==> src/rtl/data_unfifo_blk.sv <==
// ---------------------------------------------------------------------------
// data_unfifo_blk
//
// Single-lane inverse-reorder buffer for the 64-point FFT datapath.
// A 16-word frame is written one word per cycle. Word k goes to address
// (k + WR_OFFSET) mod 16. When the frame is complete, it is read back
// linearly from address 0 to 15. Two banks are used in ping-pong fashion,
// so back-to-back frames stream out with no gap cycles.
//
// Parameters:
//   WIDTH      data word width in bits
//   WR_OFFSET  write-address rotation, 0..15
//
// Ports:
//   clk         clock; all logic on the rising edge
//   rst         asynchronous, active-low reset
//   data_in     input word, taken every cycle while a frame is filling
//   ctrl_in     one-cycle start marker, coincident with word 0
//   data_out    registered output word; holds when data_valid is low
//   ctrl_out    one-cycle marker on the output word from read address 0
//   data_valid  high for the 16 cycles that carry a frame
//   addr        write address used this cycle
//   frame_err   one-cycle pulse after a restarted partial frame
//
// Optional feature macro: DATA_UNFIFO_FRAME_ERR_EN
//   When defined, restart detection drives frame_err.
//   When undefined, frame_err is tied low and no detection logic is built.
// ---------------------------------------------------------------------------
module data_unfifo_blk #(
    parameter int WIDTH     = 32,
    parameter int WR_OFFSET = 0
) (
    input  logic             clk,
    input  logic             rst,
    input  logic [WIDTH-1:0] data_in,
    input  logic             ctrl_in,
    output logic [WIDTH-1:0] data_out,
    output logic             ctrl_out,
    output logic             data_valid,
    output logic [3:0]       addr,
    output logic             frame_err
);

    localparam logic [3:0] OFFSET = 4'(WR_OFFSET);

    typedef enum logic {W_IDLE, W_FILL} wr_state_e;
    typedef enum logic {R_IDLE, R_RUN}  rd_state_e;

    wr_state_e        wrState_q, wrState_d;
    logic [3:0]       wrCnt_q, wrCnt_d;
    logic             wb_q, wb_d;

    rd_state_e        rdState_q, rdState_d;
    logic [3:0]       rdCnt_q, rdCnt_d;
    logic             rb_q, rb_d;

    logic [WIDTH-1:0] dataOut_q;
    logic             ctrlOut_q;
    logic             validOut_q;

    logic             wrEn;
    logic [3:0]       wrIdx;
    logic             bankReady;
    logic             rdEn;

    // Bank is the MSB of the index: {bank, address}.
    logic [WIDTH-1:0] mem [32];

    // Write FSM. wrIdx is the frame word index written this cycle.
    // A restart rewrites word 0 into the same bank and raises no bank-ready.
    always_comb begin
        wrState_d = wrState_q;
        wrCnt_d   = wrCnt_q;
        wb_d      = wb_q;
        wrEn      = 1'b0;
        wrIdx     = 4'd0;
        bankReady = 1'b0;
        case (wrState_q)
            W_IDLE: begin
                wrCnt_d = 4'd0;
                if (ctrl_in) begin
                    wrEn      = 1'b1;
                    wrCnt_d   = 4'd1;
                    wrState_d = W_FILL;
                end
            end
            W_FILL: begin
                wrEn = 1'b1;
                if (wrCnt_q == 4'd15) begin
                    // Last word completes the frame. Hand the bank to the
                    // reader. A coincident ctrl_in keeps filling the new bank.
                    wrIdx     = 4'd15;
                    bankReady = 1'b1;
                    wb_d      = ~wb_q;
                    wrCnt_d   = 4'd0;
                    wrState_d = ctrl_in ? W_FILL : W_IDLE;
                end else if (ctrl_in && (wrCnt_q != 4'd0)) begin
                    wrIdx   = 4'd0;
                    wrCnt_d = 4'd1;
                end else begin
                    wrIdx   = wrCnt_q;
                    wrCnt_d = wrCnt_q + 4'd1;
                end
            end
            default: wrState_d = W_IDLE;
        endcase
    end

    assign addr = wrIdx + OFFSET;

    // Storage is deliberately not reset.
    always_ff @(posedge clk) begin
        if (wrEn) begin
            mem[{wb_q, addr}] <= data_in;
        end
    end

    // Read FSM. It latches the bank that has just been completed. Because
    // fill and drain both take 16 cycles, the reader never overlaps a rewrite.
    always_comb begin
        rdState_d = rdState_q;
        rdCnt_d   = rdCnt_q;
        rb_d      = rb_q;
        rdEn      = 1'b0;
        case (rdState_q)
            R_IDLE: begin
                if (bankReady) begin
                    rdState_d = R_RUN;
                    rdCnt_d   = 4'd0;
                    rb_d      = wb_q;
                end
            end
            R_RUN: begin
                rdEn = 1'b1;
                if (rdCnt_q == 4'd15) begin
                    rdCnt_d = 4'd0;
                    if (bankReady) begin
                        rb_d = wb_q;
                    end else begin
                        rdState_d = R_IDLE;
                    end
                end else begin
                    rdCnt_d = rdCnt_q + 4'd1;
                end
            end
            default: rdState_d = R_IDLE;
        endcase
    end

    always_ff @(posedge clk or negedge rst) begin
        if (!rst) begin
            wrState_q  <= W_IDLE;
            wrCnt_q    <= 4'd0;
            wb_q       <= 1'b0;
            rdState_q  <= R_IDLE;
            rdCnt_q    <= 4'd0;
            rb_q       <= 1'b0;
            dataOut_q  <= '0;
            ctrlOut_q  <= 1'b0;
            validOut_q <= 1'b0;
        end else begin
            wrState_q  <= wrState_d;
            wrCnt_q    <= wrCnt_d;
            wb_q       <= wb_d;
            rdState_q  <= rdState_d;
            rdCnt_q    <= rdCnt_d;
            rb_q       <= rb_d;
            if (rdEn) begin
                dataOut_q <= mem[{rb_q, rdCnt_q}];
            end
            ctrlOut_q  <= rdEn && (rdCnt_q == 4'd0);
            validOut_q <= rdEn;
        end
    end

    assign data_out   = dataOut_q;
    assign ctrl_out   = ctrlOut_q;
    assign data_valid = validOut_q;

`ifdef DATA_UNFIFO_FRAME_ERR_EN
    // A restart is ctrl_in in the middle of a fill. A ctrl_in on the
    // completing word is a back-to-back start, not a restart.
    logic restartHit;
    logic frameErr_q;

    assign restartHit = (wrState_q == W_FILL) && ctrl_in &&
                        (wrCnt_q != 4'd0) && (wrCnt_q != 4'd15);

    always_ff @(posedge clk or negedge rst) begin
        if (!rst) begin
            frameErr_q <= 1'b0;
        end else begin
            frameErr_q <= restartHit;
        end
    end

    assign frame_err = frameErr_q;
`else
    assign frame_err = 1'b0;
`endif

endmodule

==> config.mk <==
export PLATFORM = sky130hd
export DESIGN_NAME = data_unfifo_blk
export DESIGN_NICKNAME = d
export VERILOG_FILES = /design/src/rtl/data_unfifo_blk.sv
export SDC_FILE = /design/constraint.sdc
export NUM_CORES = 1
export LEC_CHECK = 0
export ABC_CLOCK_PERIOD_IN_PS = 4600
export CAP_MARGIN = 20
export CORE_UTILIZATION = 62
export DETAILED_ROUTE_END_ITERATION = 6
export GPL_ROUTABILITY_DRIVEN = 1
export PLACE_DENSITY_LB_ADDON = 0.12
export SYNTH_ARGS = -nofsm -noshare
export SYNTH_HDL_FRONTEND = slang
export SYNTH_SLANG_ARGS = --single-unit
export TNS_END_PERCENT = 50
==> constraint.sdc <==
create_clock -name clk -period 4.6 [get_ports clk]
set_clock_uncertainty 0.1 [all_clocks]
set_input_delay 0.92 -clock clk [delete_from_list [all_inputs] [get_ports clk]]
set_output_delay 0.92 -clock clk [all_outputs]
set_load 0.05 [all_outputs]
## Yosys cells after proc, flatten, opt, wreduce, memory -nomap -nowiden

Memories as Yosys holds them, arrays and structs flattened. A register that Yosys moved wholly into a read port is not among the register bits.
Index checks and enable logic that the tools add are counted.

- ROM bits: 0
- Memories: 1
- Word-level logic and storage cells: 49
- Output and inout port bits: 39
- Register bits after elaboration: 14
- Latch bits: 0
- RAM bits: 1024

Memories:

| memory | words | bits a word | rd ports | clocked after Yosys merged registers in | write ports | line | source |
|---|---|---|---|---|---|---|---|
| mem | 32 | 32 | 1 | 1 | 1 | 67 | `logic [WIDTH-1:0] mem [32];` |

- Reductions and logical operators: 6
- Multiplexer cells: 25
- Multiply operators: 0
- Shifts and indexed selects: 0
- Div/mod/pow operators: 0
- $add $sub $neg: 2
- Bitwise logic cells: 3
- Order comparisons: 0
- Equal/unequal tests: 4

Operators with widths:

| kind | count |
|---|---|
| 4-bit two-way mux | 7 |
| 4-bit case mux with 2 select lines | 2 |
| 1-bit two-way mux | 12 |
| 4-bit by 1-bit adder with 4-bit output, second input constant | 2 |
| 4-bit equality test, second input constant | 2 |
| 1-bit case mux with 2 select lines | 4 |
| 4-bit logical NOT | 1 |
| 4-bit nonzero test | 1 |
| 1-bit inverter | 3 |
| 1-bit logical AND | 2 |
| 2-bit by 1-bit inequality test with 1-bit output, second input constant | 1 |
| 2-bit inequality test, second input constant | 1 |
| 2-bit AND reduction | 1 |
| 1-bit logical NOT | 1 |

## Longest topological paths before layout

- Depth in word-level cells: 6
- Gate-level depth with buffers: 9

## Worst setup path before layout

No wires, ideal clock.

- Path type: in2reg
- Start: input port ctrl_in
- End: memory mem[18][0] (enable)
- Path slack: 1.198 ns
- Arrival: 2.881 ns
- Stages on the path: 4
- Path buffers: 0
- Setup time: 0.421 ns
- Path through: o31ai_1 > and2_1 > nand4_1 > nor2_1

- Longest elaborated chain between the ends: 4

RTL lines:

| what | line | source |
|---|---|---|
| start, declared | 36 | `input logic ctrl_in,` |
| 1-bit two-way mux or 1-bit logical AND (tied branches) | 81, 97 |  |
| 1-bit case mux with 2 select lines or 4-bit two-way mux (tied branches) | 78, 97 |  |
| 1-bit two-way mux or 4-bit two-way mux (tied branches) | 113, 89 |  |
| 1-bit two-way mux (not written as such) or 4-bit two-way mux (tied branches) | 114, 78 |  |
| end, declared | 67 |  |

Parallel ways exist; a longest one is shown, timed or not.

## Worst setup path in the final report

- Start: register wrCnt_q[0]
- End: output port addr[0]

- Longest elaborated chain between the ends: 5

RTL lines:

| what | line | source |
|---|---|---|
| start, declared | 50 | `logic [3:0] wrCnt_q, wrCnt_d;` |
| start signal, assigned | 163 | `wrCnt_q <= wrCnt_d;` |
| 4-bit nonzero test | 97 | `end else if (ctrl_in && (wrCnt_q != 4'd0)) begin` |
| 1-bit logical AND | 97 |  |
| 4-bit two-way mux | 97 |  |
| 4-bit two-way mux * | 89 | `if (wrCnt_q == 4'd15) begin` |
| 4-bit two-way mux * | 78 | `case (wrState_q)` |
| end, declared | 40 | `output logic [3:0] addr,` |

Every way passes the cells marked *; elsewhere a longest branch is shown, timed or not.

==> key figures <==
Logic synthesis
  – Yosys warns: 0
  – Count leader, synth: edfxtp_1
  – Sequential share of the synthesized area: 76.7%
  – EDFF count, synth: 1024
  – Commonest cells post-synth: edfxtp_1, mux2i_1, a22oi_1
  – Asr flop ratio synth: 4.30%
  – Syn Inst Count: 2282
  – Synth top area cells: edfxtp_1, mux2i_1, a22oi_1
  – Post-synth net total: 2321
  – Synth Flop Type: edfxtp_1
  – Top-area cell type share of the netlist area: 74.0%
  – Synthesized area per cell: 18.2 sq um
  – Netlist cell types: 37
  – Synth Cell Area: 41600 sq um
  – Synthesized flop and latch total: 1070
  – Biggest area consumer among synthesized cells: edfxtp_1

GRT
  – GRT Total Usage: 28.8%
  – Vias in the first global route: 21848
  – First-pass GRT wire length: 141 mm
  – Gr ovfl total: 0
  – Initial antenna violation count: 0
  – Pin count of the biggest net entering global routing: 83

Timing
  – Final Max Tran Viols: 0
  – Worst slew pin tran: 1.11 ns
  – Final setup viols: 0
  – Final period util: 87.9%
  – WHS: 0.211 ns
  – F_max: 247 MHz
  – Post-Route Setup TNS: 0 ns
  – Max_slew headroom: 26.1%
  – RSZ-0062 raised after global routing: no
  – Hold Vio Cnt, Final: 0
  – Tmin final: 4.04 ns

Placed design
  – Cell area after placement: 43900 sq um
  – DP Cell Count: 3178
  – Port-buffer cells: 72
  – Routability cong.: 0.849
  – Dpl hpwl: 57.5 mm

Worst setup path
  – R2R Path Start: rdCnt_q[0]$_DFFE_PN0P_
  – Crit path DAT: 3.02 ns
  – Critical path capture point type: primary output
  – Worst Path Required: 3.58 ns
  – Critical Path Fanout Max: 7
  – Crit path launch type: flop
  – Crit path kind: reg -> out
  – Crit path launch: wrCnt_q[0]$_DFF_PN0_
  – Reg2reg setup slack: 1.26 ns

Drt
  – Total Wirelength: 96.8 mm
  – Remaining DRCs: 5
  – Detail-routed net length per standard cell: 28.6 microns
  – Vias: 21933
  – Final ANT Viol Nets: 0
  – First drt pass iteration count: 7
  – Via/cell ratio: 6.49
  – Initial drt markers: 2451

Clock tree
  – CTS resizes: 0
  – Clock Tree Root: clkbuf_16
  – Number of setup buffers added after CTS: 0
  – Clock tree sinks: 1070
  – Hold buffers post-CTS: 0
  – Clock tree buffer depth: 3
  – CTS H-tree depth: 3
  – Num CTS Buffers: 104
  – Clk slew on worst S/H paths: 0.06 ns
  – CTS tree: yes
  – Worst skew pair latency: 0.66 ns

Outcome
  – Run status: finished, violations left
  – Failing checks: design-rule violations

Floorplanning
  – Die Y: 261 microns
  – Die ar.: 68100 sq um
  – Core area: 66100 sq um
  – Initial core utilization: 62.9%
  – I/O pins: 74
  – # rows: 94
  – DIE WIDTH: 261 microns

Job
  – Max Cap Violations: 0

Power
  – PwrDens: 591 nW/um^2
  – Leak pwr: 15.9 nW
  – VDD IR max: 0.441 mV

Hold path
  – Min-Delay Path Class: in -> async

Final layout
  – N_diodes: 0
  – Layout cells sized above 1: 13.3%
  – Layout Nets: 2471
  – Final instance area: 47500 sq um
  – Synth-to-Final Area Change: 14.4%
  – Post-layout util: 71.9%
  – Finished Layout Cells: 3382
-- worst max-delay path: stages, from the launching register on --
cell	delay [ns]
dfrtp_1	0.45
inv_1	0.16
ha_1	0.17
inv_1	0.05
o31ai_1	0.29
nand2_1	0.22
o21ai_0	0.20
clkdlybuf4s50_1	0.83
-- layer usage --
metal,GRT usage [%],vias to the layer above,wire [microns]
li1,-,9496,-
met1,43.2,11293,41200
met2,43.9,1007,44900
met3,6.27,137,8980
met4,6.64,0,1800
met5,0,-,0
-- final timing paths --
path                                                  to  depth (start not counted)
min in group clk                data_out[17]$_DFFE_PN0P_                          1
worst min-delay path            data_out[29]$_DFFE_PN0P_                          1
worst max register to register   data_out[3]$_DFFE_PN0P_                          7
worst max-delay path                             addr[0]                          7
worst min register to register  data_out[17]$_DFFE_PN0P_                          1
max in group asynchronous         rdCnt_q[0]$_DFFE_PN0P_                          2
-- state kept, by name, summed over array words and instances, names as in the netlist --
name and flops:
mem 1024, wrCnt_q 4, data_out 32, rdState_q 1, ctrl_out 1, wb_q 1
rb_q 1, data_valid 1, wrState_q 1, rdCnt_q 4
-- cell usage in the layout (no fill, tap or decap), types with 4 or more instances in the layout --
master | synthesis | layout
mux2_2 | 33 | 33
nor4_1 | 32 | 32
clkbuf_8 | 0 | 11
clkinv_1 | 0 | 11
clkbuf_16 | 0 | 112
edfxtp_1 | 1024 | 1024
clkbuf_1 | 37 | 35
inv_1 | 7 | 7
buf_16 | 0 | 6
a21oi_1 | 133 | 133
ha_1 | 4 | 4
bufinv_16 | 0 | 8
nor2_4 | 0 | 33
mux2i_1 | 512 | 512
clkdlybuf4s50_1 | 0 | 69
o21ai_0 | 9 | 9
clkinv_2 | 0 | 15
dfrtp_1 | 46 | 44
a22oi_1 | 256 | 256
nor2_1 | 39 | 6
nand2_1 | 19 | 18
buf_12 | 0 | 27
buf_4 | 34 | 70
-- layout make-up --
type	count	area (sq um)
Multi-Input combinational cell	1069	9090
Timing Repair Buffer	180	2050
Fill cell	3993	18600
Tap cell	864	1080
Sequential cell	1070	31900
Clock buffer	154	2990
Inverter	7	26.3
Clock inverter	38	397
-- power by group --
part	total [mW]	internal, mW	switching (mW)
clock network	8.39	4.92	3.47
logic	7.92	2.99	4.93
registers	11.8	11.4	0.359
-- stage by stage --
stage          setup slack (ns)  total power, mW
2_1_floorplan              1.20             17.2
3_3_place_gp              0.705             19.6
3_5_place_dp              0.732             19.8
4_1_cts                   0.542             28.1
5_1_grt                   0.412             29.0
6_report                  0.555             28.1
-- cells by family after synthesis --
group                      Yosys count  share of synthesized area (%)
DFF                               1070                           76.7
xor gates and xnor gates             2                         0.0421
other                                1                        0.00902
AOI/OAI and AO/OA                  404                           6.44
and+or+nand+nor                    113                           1.36
muxes                              545                           13.2
adders and majority gates            4                          0.120
buffers and inverters              143                           2.06
Note: power is estimated with default switching activity, not from simulation.
